$ cat src/rtl/simon_pkg.sv
// Shared types for the Simon game and its automatic responder.
package simon_pkg;

  typedef enum logic [2:0] {
    G_INIT,
    G_SHOW,
    G_WAIT,
    G_SCORE,
    G_OVER
  } game_state_t;

  typedef enum logic [2:0] {
    IDLE,
    REACT,
    PRESS1,
    PRESS2,
    HOLD,
    RELEASE
  } resp_state_t;

  localparam int PB_W = 20;
  localparam logic [3:0] ANSWERED_MAX = 4'd15;

  // The timer counts down to zero inclusive, so it is loaded with duration-1;
  // a zero duration is treated as one cycle.
  function automatic logic [7:0] dur_m1(input logic [7:0] cyc);
    return (cyc == 8'd0) ? 8'd0 : cyc - 8'd1;
  endfunction

  function automatic logic [PB_W-1:0] onehot_pb(input logic [3:0] idx);
    return {{(PB_W-1){1'b0}}, 1'b1} << idx;
  endfunction

endpackage

$ cat src/rtl/simon_responder_if.sv
// Challenge/response signal bundle between the Simon game and the responder.
interface simon_responder_if;
  logic        en;
  logic        start;
  logic [11:0] btns;
  logic        simon_says;
  logic [19:0] pb;
  logic        busy;
  logic        done;
  logic [3:0]  answered;

  modport master (
    output en, start, btns, simon_says,
    input  pb, busy, done, answered
  );

  modport slave (
    input  en, start, btns, simon_says,
    output pb, busy, done, answered
  );
endinterface

$ cat src/rtl/simon_responder_cyc_timer.sv
// 8-bit loadable down-counter with a zero flag; times every responder state.
module cyc_timer (
  input  logic       clk,
  input  logic       rst,
  input  logic       load,
  input  logic [7:0] load_val,
  input  logic       dec,
  output logic       zero
);

  logic [7:0] count_q;
  logic [7:0] count_d;

  always_comb begin
    count_d = count_q;
    if (load) begin
      count_d = load_val;
    end else if (dec && (count_q != 8'd0)) begin
      count_d = count_q - 8'd1;
    end
  end

  always_ff @(posedge clk or negedge rst) begin
    if (!rst) begin
      count_q <= 8'd0;
    end else begin
      count_q <= count_d;
    end
  end

  assign zero = (count_q == 8'd0);

endmodule

$ cat src/rtl/simon_responder.sv
// Automatic Simon responder: after a reaction delay presses the three
// challenge buttons one by one, holds them together, then releases.
module simon_responder
  import simon_pkg::*;
#(
  parameter logic [7:0] REACT_CYC = 8'd20,
  parameter logic [7:0] STEP_CYC  = 8'd4,
  parameter logic [7:0] HOLD_CYC  = 8'd10
) (
  input  logic                clk,
  input  logic                rst,
  simon_responder_if.slave    bus
);

  resp_state_t     state_q, state_d;
  logic [11:0]     btns_q, btns_d;
  logic            ss_q, ss_d;
  logic [PB_W-1:0] pb_q, pb_d;
  logic            done_q, done_d;
  logic            busy_q, busy_d;
  logic [3:0]      answered_q, answered_d;

  logic            tmr_load;
  logic [7:0]      tmr_val;
  logic            tmr_dec;
  logic            tmr_zero;

  cyc_timer u_timer (
    .clk      (clk),
    .rst      (rst),
    .load     (tmr_load),
    .load_val (tmr_val),
    .dec      (tmr_dec),
    .zero     (tmr_zero)
  );

  logic [PB_W-1:0] oh0, oh1, oh2;

  always_comb begin
    state_d    = state_q;
    btns_d     = btns_q;
    ss_d       = ss_q;
    answered_d = answered_q;
    tmr_load   = 1'b0;
    tmr_val    = 8'd0;

    if ((state_q != IDLE) && !bus.en) begin
      state_d = IDLE;
    end else begin
      unique case (state_q)
        IDLE: begin
          if (bus.start && bus.en) begin
            state_d  = REACT;
            btns_d   = bus.btns;
            ss_d     = bus.simon_says;
            tmr_load = 1'b1;
            tmr_val  = dur_m1(REACT_CYC);
          end
        end
        REACT: begin
          if (tmr_zero) begin
            if (ss_q) begin
              state_d  = PRESS1;
              tmr_load = 1'b1;
              tmr_val  = dur_m1(STEP_CYC);
            end else begin
              state_d = RELEASE;
            end
          end
        end
        PRESS1: begin
          if (tmr_zero) begin
            state_d  = PRESS2;
            tmr_load = 1'b1;
            tmr_val  = dur_m1(STEP_CYC);
          end
        end
        PRESS2: begin
          if (tmr_zero) begin
            state_d    = HOLD;
            tmr_load   = 1'b1;
            tmr_val    = dur_m1(HOLD_CYC);
            answered_d = (answered_q == ANSWERED_MAX) ? answered_q : answered_q + 4'd1;
          end
        end
        HOLD: begin
          if (tmr_zero) begin
            state_d = RELEASE;
          end
        end
        RELEASE: begin
          state_d = IDLE;
        end
        default: begin
          state_d = IDLE;
        end
      endcase
    end

    tmr_dec = !tmr_load;

    // Outputs are derived from the next state so they register alongside it.
    oh0 = onehot_pb(btns_d[3:0]);
    oh1 = onehot_pb(btns_d[7:4]);
    oh2 = onehot_pb(btns_d[11:8]);
    case (state_d)
      PRESS1:  pb_d = oh0;
      PRESS2:  pb_d = oh0 | oh1;
      HOLD:    pb_d = oh0 | oh1 | oh2;
      default: pb_d = '0;
    endcase
    done_d = (state_d == RELEASE);
    busy_d = (state_d != IDLE);
  end

  always_ff @(posedge clk or negedge rst) begin
    if (!rst) begin
      state_q    <= IDLE;
      btns_q     <= 12'd0;
      ss_q       <= 1'b0;
      pb_q       <= '0;
      done_q     <= 1'b0;
      busy_q     <= 1'b0;
      answered_q <= 4'd0;
    end else begin
      state_q    <= state_d;
      btns_q     <= btns_d;
      ss_q       <= ss_d;
      pb_q       <= pb_d;
      done_q     <= done_d;
      busy_q     <= busy_d;
      answered_q <= answered_d;
    end
  end

  assign bus.pb       = pb_q;
  assign bus.busy     = busy_q;
  assign bus.done     = done_q;
  assign bus.answered = answered_q;

endmodule

$ cat src/flat_wrapper.sv
// flat-port wrapper written by rule: the top's interface ports become plain ports
module simon_responder_flat import simon_pkg::*;
#(
  parameter logic [7:0] REACT_CYC = 8'd20,
  parameter logic [7:0] STEP_CYC  = 8'd4,
  parameter logic [7:0] HOLD_CYC  = 8'd10
)
  (clk, rst, bus_en, bus_start, bus_btns, bus_simon_says, bus_pb, bus_busy, bus_done, bus_answered);
  simon_responder_if bus_i ();
  input  logic clk;
  input  logic rst;
  input wire logic [$bits(bus_i.en)-1:0] bus_en;
  input wire logic [$bits(bus_i.start)-1:0] bus_start;
  input wire logic [$bits(bus_i.btns)-1:0] bus_btns;
  input wire logic [$bits(bus_i.simon_says)-1:0] bus_simon_says;
  output wire logic [$bits(bus_i.pb)-1:0] bus_pb;
  output wire logic [$bits(bus_i.busy)-1:0] bus_busy;
  output wire logic [$bits(bus_i.done)-1:0] bus_done;
  output wire logic [$bits(bus_i.answered)-1:0] bus_answered;
  assign bus_i.en = bus_en;
  assign bus_i.start = bus_start;
  assign bus_i.btns = bus_btns;
  assign bus_i.simon_says = bus_simon_says;
  assign bus_pb = bus_i.pb;
  assign bus_busy = bus_i.busy;
  assign bus_done = bus_i.done;
  assign bus_answered = bus_i.answered;
  simon_responder #(.REACT_CYC(REACT_CYC), .STEP_CYC(STEP_CYC), .HOLD_CYC(HOLD_CYC)) u_core (.clk(clk), .rst(rst), .bus(bus_i));
endmodule
$ cat config.mk
export PLATFORM = sky130hd
export DESIGN_NAME = simon_responder_flat
export DESIGN_NICKNAME = d
export VERILOG_FILES = /design/src/rtl/simon_pkg.sv /design/src/rtl/simon_responder_if.sv /design/src/rtl/simon_responder_cyc_timer.sv /design/src/rtl/simon_responder.sv /design/src/flat_wrapper.sv
export SDC_FILE = /design/constraint.sdc
export NUM_CORES = 1
export LEC_CHECK = 0
export ABC_AREA = 1
export BUFFER_PORTS_ARGS = -buffer_cell sky130_fd_sc_hd__buf_2
export CAP_MARGIN = 20
export CORE_ASPECT_RATIO = 1.5
export CORE_UTILIZATION = 58
export CTS_BUF_LIST = sky130_fd_sc_hd__clkbuf_16
export DETAILED_ROUTE_END_ITERATION = 10
export PLACE_DENSITY = 0.81
export SLEW_MARGIN = 15
export SYNTH_ARGS = -nofsm -noshare
export SYNTH_HDL_FRONTEND = slang
export SYNTH_SLANG_ARGS = --single-unit
$ cat constraint.sdc
create_clock -name clk -period 1.9 [get_ports clk]
set_input_delay 0.38 -clock clk [delete_from_list [all_inputs] [get_ports clk]]
set_output_delay 0.38 -clock clk [all_outputs]
set_load 0.05 [all_outputs]
# == Word-level counts from Yosys, hierarchy flattened ==
# Cells that the tools add are included.
# op_classes
shifts,3
eq_ne,9
bitwise,4
addsub,2
mux,27
reduce_logical,14
# ops
cell,count
20-bit one-hot mux with 3 select lines,1
1-bit by 4-bit << shifter with 20-bit output (first input constant),3
20-bit OR,2
12-bit 2-to-1 mux,3
8-bit 2-to-1 mux,4
8-bit one-hot mux with 4 select lines,1
3-bit 2-to-1 mux,7
3-bit one-hot mux with 5 select lines,1
3-bit by 2-bit == test with 1-bit output (second input constant),4
3-bit == test (second input constant),3
8-bit logical NOT,1
8-bit nonzero test,1
8-bit by 1-bit subtractor with 8-bit output (second input constant),1
3-bit nonzero test,2
1-bit 2-to-1 mux,5
5-bit 2-to-1 mux,1
4-bit by 1-bit adder with 4-bit output (second input constant),1
4-bit == test (second input constant),1
2-bit 2-to-1 mux,2
4-bit 2-to-1 mux,1
4-bit AND reduction,1
3-bit by 1-bit == test with 1-bit output (second input constant),1
1-bit logical AND,3
3-bit logical NOT,1
other kinds (6),8
# word_totals
out_inout_bits,26
wordCells,67
input_bits,17
ff_bits,50

# == Logic depth before layout (Yosys ltp) ==
# logic_depth
ltp_word,8
mapped_depth,13
ltp_nobuf,12

# == Cells and area by module ==
# A second synthesis with hierarchy kept.
# hier_totals
cells_unflattened,435
hier_area_um2,3016.6
# by_module_without_submodules
module,cells_each,area_per_inst_um2,seq_area_each_um2,instances
simon_responder,342,2419.8,950.9,1
cyc_timer,93,596.8,200.2,1

# == Worst setup path before layout ==
# Ideal clock, no wire load.
# synth_path
path_kind,register to register
start,register u_core.u_timer.count_q[0]
end,"register u_core.pb_q[4], in the netlist u_core.bus.pb[4]"
stages_incl_launch_ff,13
required_ns,1.776
path_slack_ns,0.112
path_buffers,1
t_arrival_ns,1.664
cell_sequence,dfrtp_1 -> inv_1 -> ha_1 -> nand2_1 -> nor2_8 -> inv_2 -> nand2_2 -> nand3_4 -> nand2_4 -> nand2_4 -> buf_6 -> nand3_1 -> nand3_1
# synth_via
elab_chain_len,6
elab_cells_between_ends,11
classes_between,eq/ne: 3; mux: 7; reduce/logical: 1
# synth_lines
element,line,rtl
start: declaration,simon_responder_cyc_timer.sv:11,logic [7:0] count_q;
start signal: assignment,simon_responder_cyc_timer.sv:27,count_q <= count_d;
8-bit logical NOT *,simon_responder_cyc_timer.sv:31,assign zero = (count_q == 8'd0);
"3-bit 2-to-1 mux, on equally long branches",-,
3-bit one-hot mux with 5 select lines *,simon_responder.sv:50,unique case (state_q)
3-bit 2-to-1 mux *,simon_responder.sv:47,if ((state_q != IDLE) && !bus.en) begin
3-bit == test / 3-bit by 2-bit == test with 1-bit output (equally long branches),simon_responder.sv:106,case (state_d)
20-bit one-hot mux with 3 select lines *,simon_responder.sv:106,
named net u_core.pb_d[4],simon_responder.sv:18,"logic [PB_W-1:0] pb_q, pb_d;"
end signal: assignment,simon_responder.sv:129,pb_q <= pb_d;
end: declaration,simon_responder.sv:18,
# Mark *: on every way through the listed nets, which the timed path passes. The rest lies on a longest branch.
# A chain may end at the register's enable or synchronous reset.

# == Worst setup path in the final report ==
# layout_path
start,register u_core.state_q[0]
end,"register u_core.pb_q[10], in the netlist u_core.bus.pb[10]"
# layout_via
elab_chain_len,7
elab_cells_between_ends,25
classes_between,eq/ne: 7; shift: 3; mux: 10; bitwise: 2; reduce/logical: 3
# layout_lines
element,line,rtl
start: declaration,simon_responder.sv:15,"resp_state_t state_q, state_d;"
start signal: assignment,simon_responder.sv:126,state_q <= state_d;
3-bit logical NOT / 3-bit nonzero test (equally long branches),"simon_responder.sv:50, simon_responder.sv:47",
12-bit 2-to-1 mux / 1-bit logical AND (equally long branches),"simon_responder.sv:50, simon_responder.sv:47",
12-bit 2-to-1 mux *,simon_responder.sv:47,
named net u_core.btns_d[6],simon_responder.sv:16,"logic [11:0] btns_q, btns_d;"
1-bit by 4-bit << shifter with 20-bit output *,simon_pkg.sv:31,"return {{(PB_W-1){1'b0}}, 1'b1} << idx;"
20-bit OR *,"simon_responder.sv:108, simon_responder.sv:109",
20-bit OR,simon_responder.sv:109,HOLD: pb_d = oh0 | oh1 | oh2;
20-bit one-hot mux with 3 select lines *,simon_responder.sv:106,
named net u_core.pb_d[10],simon_responder.sv:18,
# Marked as above.

==> results.sh <==
export IMPL_drv_slew=0
export IMPL_ys_seq_elements=46
export IMPL_area_growth_pct=20.96
export IMPL_initial_core_util=0.6180
export IMPL_min_path_type="in2async"
export IMPL_drive_gt1_frac=0.2600
export IMPL_cts_root_buf="clkbuf_16"
export IMPL_clockBufferDepth=2
export IMPL_grt_pass1_wl_um=12660
export IMPL_dieHeight_um=90.73
export IMPL_switching_power_uw=2593
export IMPL_fin_ws_ps=51.68
export IMPL_drt_met1_wl_um=2959
export IMPL_clk_latency_ps=290
export IMPL_synth_top_area_share=0.3781
export IMPL_die_w_um=61.15
export IMPL_fillers=380
export IMPL_final_nets=491
export IMPL_numCtsBuffers=5
export IMPL_required_ps=2080
export IMPL_rows=31
export IMPL_place_hpwl_um=5353
export IMPL_period_needed_ps=1848
export IMPL_ys_warn_count=0
export IMPL_outcome="complete, no violations"
export IMPL_gp_congestion=0.9195
export IMPL_fin_worst_skew_ps=3.071
export IMPL_core_area_sq_um=4926
export IMPL_firstDrtPassIters=5
export IMPL_port_buffers=38
export IMPL_top_level_ports=43
export IMPL_hold_slack_ps=27.13
export IMPL_grt_total_usage=0.3039
export IMPL_dr_max_layer_used="met4"
export IMPL_vdd_drop_max_v=0.0008995
export IMPL_cts_max_level=2
export IMPL_critPathLaunchType="flip-flop"
export IMPL_syn_cell_area_sq_um=3044
export IMPL_p_leak_uw=0.002129
export IMPL_yosys_most_used_dff="dfrtp_1"
export IMPL_num_antenna_cells=0
export IMPL_dr_wl_met2_um=4332
export IMPL_synth_async_reset_ratio=1.000
export IMPL_synthCells=412
export IMPL_drtIter0Drc=162
export IMPL_clock_sinks=46
export IMPL_internal_power_uw=2882
export IMPL_cts_tree="done"
export IMPL_synth_cell_type_count=37
export IMPL_syn_mean_instance_area_sq_um=7.389
export IMPL_post_drt_wl_per_cell_um=14.90
export IMPL_die_area_sq_um=5548
export IMPL_crit_type="reg2reg"
export IMPL_synthTopCellsByArea="dfrtp_1 (38%), nand2_1 (16%), nand3_1 (13%)"
export IMPL_viasPerCell=5.679
export IMPL_dr_total_vias=3061
export IMPL_max_freq_mhz=541.0
export IMPL_grt_max_degree=29
export IMPL_place_ws_ps=-40.31
export IMPL_critPathArrivalTime_ps=2030
export IMPL_ant_nets=0
export IMPL_grt_pass1_vias=2875
export IMPL_power_density_nw_per_um2=1487
export IMPL_cp_end_kind="flip-flop"
export IMPL_cp_max_fo=9
export IMPL_clk_pin_slew_ps=60
export IMPL_fin_crit_sh=0.9728
export IMPL_totalWireLength_um=8032
export IMPL_ys_top_cells_by_count="nand2_1 (132), nand3_1 (80), dfrtp_1 (46)"
export IMPL_antenna_found_initial=0
export IMPL_combinationalPowerShare=0.566
export IMPL_ys_seq_area_frac=0.3781
export IMPL_drc=0
export IMPL_dr_wl_met3_um=442
export IMPL_seq_power_share=0.252
export IMPL_synth_edf_count=0
export IMPL_overflow=0
export IMPL_setup_viol=0
export IMPL_clkPwrFrac=0.182
export IMPL_synth_most_common_cell="nand2_1"
export IMPL_hold_violations=0
export IMPL_yosys_area_top_type="dfrtp_1"
export IMPL_max_cap_violations=0
export IMPL_switching_share=0.4737
[placed cells by master, fill, tap and decap left out, drive strengths merged, types with 2 or more instances in the layout]
master and count:
nand4 14, o21ai 12, inv 34, clkbuf 5, buf 64, xnor2 4
ha 2, nand3 82, nor3 3, a21oi 8, nor2 30, dfrtp 46
xor2 3, nand2 151, conb 4, clkinvlp 3
[flip-flops by register name, indices dropped and copies added, names as in the netlist]
register / count
u_core.bus.busy: 1
u_core.bus.done: 1
u_core.u_timer.count_q: 8
u_core.bus.pb: 16
u_core.bus.answered: 4
u_core.state_q: 3
u_core.ss_q: 1
u_core.btns_q: 12
[timing repair]
action | 4_1_cts | 5_1_grt
buffers inserted | 4 | 10
endpoints found under the setup margin | 10 | 18
hold buffers | 0 | 0
gates cloned | 1 | 0
gates resized for setup | 2 | 15
pin swaps | 4 | 6
[layer usage]
layer | global-route usage | up-vias
met5 | 0 | -
met4 | 0.1458 | 0
met3 | 0.03438 | 30
met2 | 0.5380 | 144
met1 | 0.3416 | 1425
li1 | - | 1462
[power by group through the flow]
stage                     clock (uW)  combinational, uW  sequential (uW)
after CTS                       1000               2720             1370
after global routing            1050               3370             1410
final                            997               3100             1380
after floorplan                    0               1970             1410
after detailed placement           0               2610             1390
after global placement             0               2570             1370
[worst paths after layout]
kind / from / end / slack, ps / cells past startpoint
worst max-delay path: u_core.state_q[0]$_DFF_PN0_ / u_core.bus.pb[10]$_DFF_PN0_ / 50 / 11
worst min-delay path: rst / u_core.bus.done$_DFF_PN0_ / 30 / 1
worst max register to register: u_core.state_q[0]$_DFF_PN0_ / u_core.bus.pb[10]$_DFF_PN0_ / 50 / 11
worst min register to register: u_core.bus.answered[3]$_DFFE_PN0P_ / u_core.bus.answered[3]$_DFFE_PN0P_ / 520 / 1
max in group asynchronous: rst / u_core.state_q[0]$_DFF_PN0_ / 1350 / 2
min in group clk: bus_simon_says / u_core.ss_q$_DFFE_PN0P_ / 310 / 3
[cell families (layout without fill, tap and decap cells)]
group | Yosys count | after routing | synth area share
and+or+nand+nor | 282 | 283 | 0.4534
AOI/OAI and AO/OA | 22 | 22 | 0.04645
DFF | 46 | 46 | 0.3781
buffers and inverters | 51 | 108 | 0.08877
other | 1 | 4 | 0.001232
adders and majority gates | 2 | 2 | 0.008219
xor gates and xnor gates | 7 | 7 | 0.02014
muxes | 1 | 1 | 0.003699
[layout make-up]
| type | instances | area, sq um | share of cell area |
|---|---|---|---|
| clock inverter | 3 | 45.04 | 0.01223 |
| timing repair buffer | 64 | 426.7 | 0.1159 |
| tap | 66 | 82.58 | 0.02243 |
| multi-input combinational | 319 | 1702 | 0.4621 |
| clock buffer | 5 | 125.1 | 0.03398 |
| sequential | 46 | 1152 | 0.3129 |
| inverter | 36 | 148.9 | 0.04044 |
[worst max-delay path, stage by stage (launching register included)]
cell	delay [ps]
dfrtp_2	440
nor2_4	180
nand2_8	100
inv_4	60
buf_6	130
nand2_1	90
nand2_4	130
clkinvlp_4	180
nand3_1	140
nand2_1	90
o21ai_1	130
nand2_1	60
[metrics by stage]
step                total power (uW)    util  cell area [sq um]  std cells  setup TNS, ps
global route                    5829  0.7475               3682        539         -138.6
CTS                             5094  0.7191               3542        529              0
finish                          5475  0.7475               3682        539              0
global placement                3941  0.6726               3313        516         -11.10
floorplan                       3384       -               3055        415              0
detailed placement              3995  0.6726               3313        516         -98.91
(Power assumes the default switching activity.)
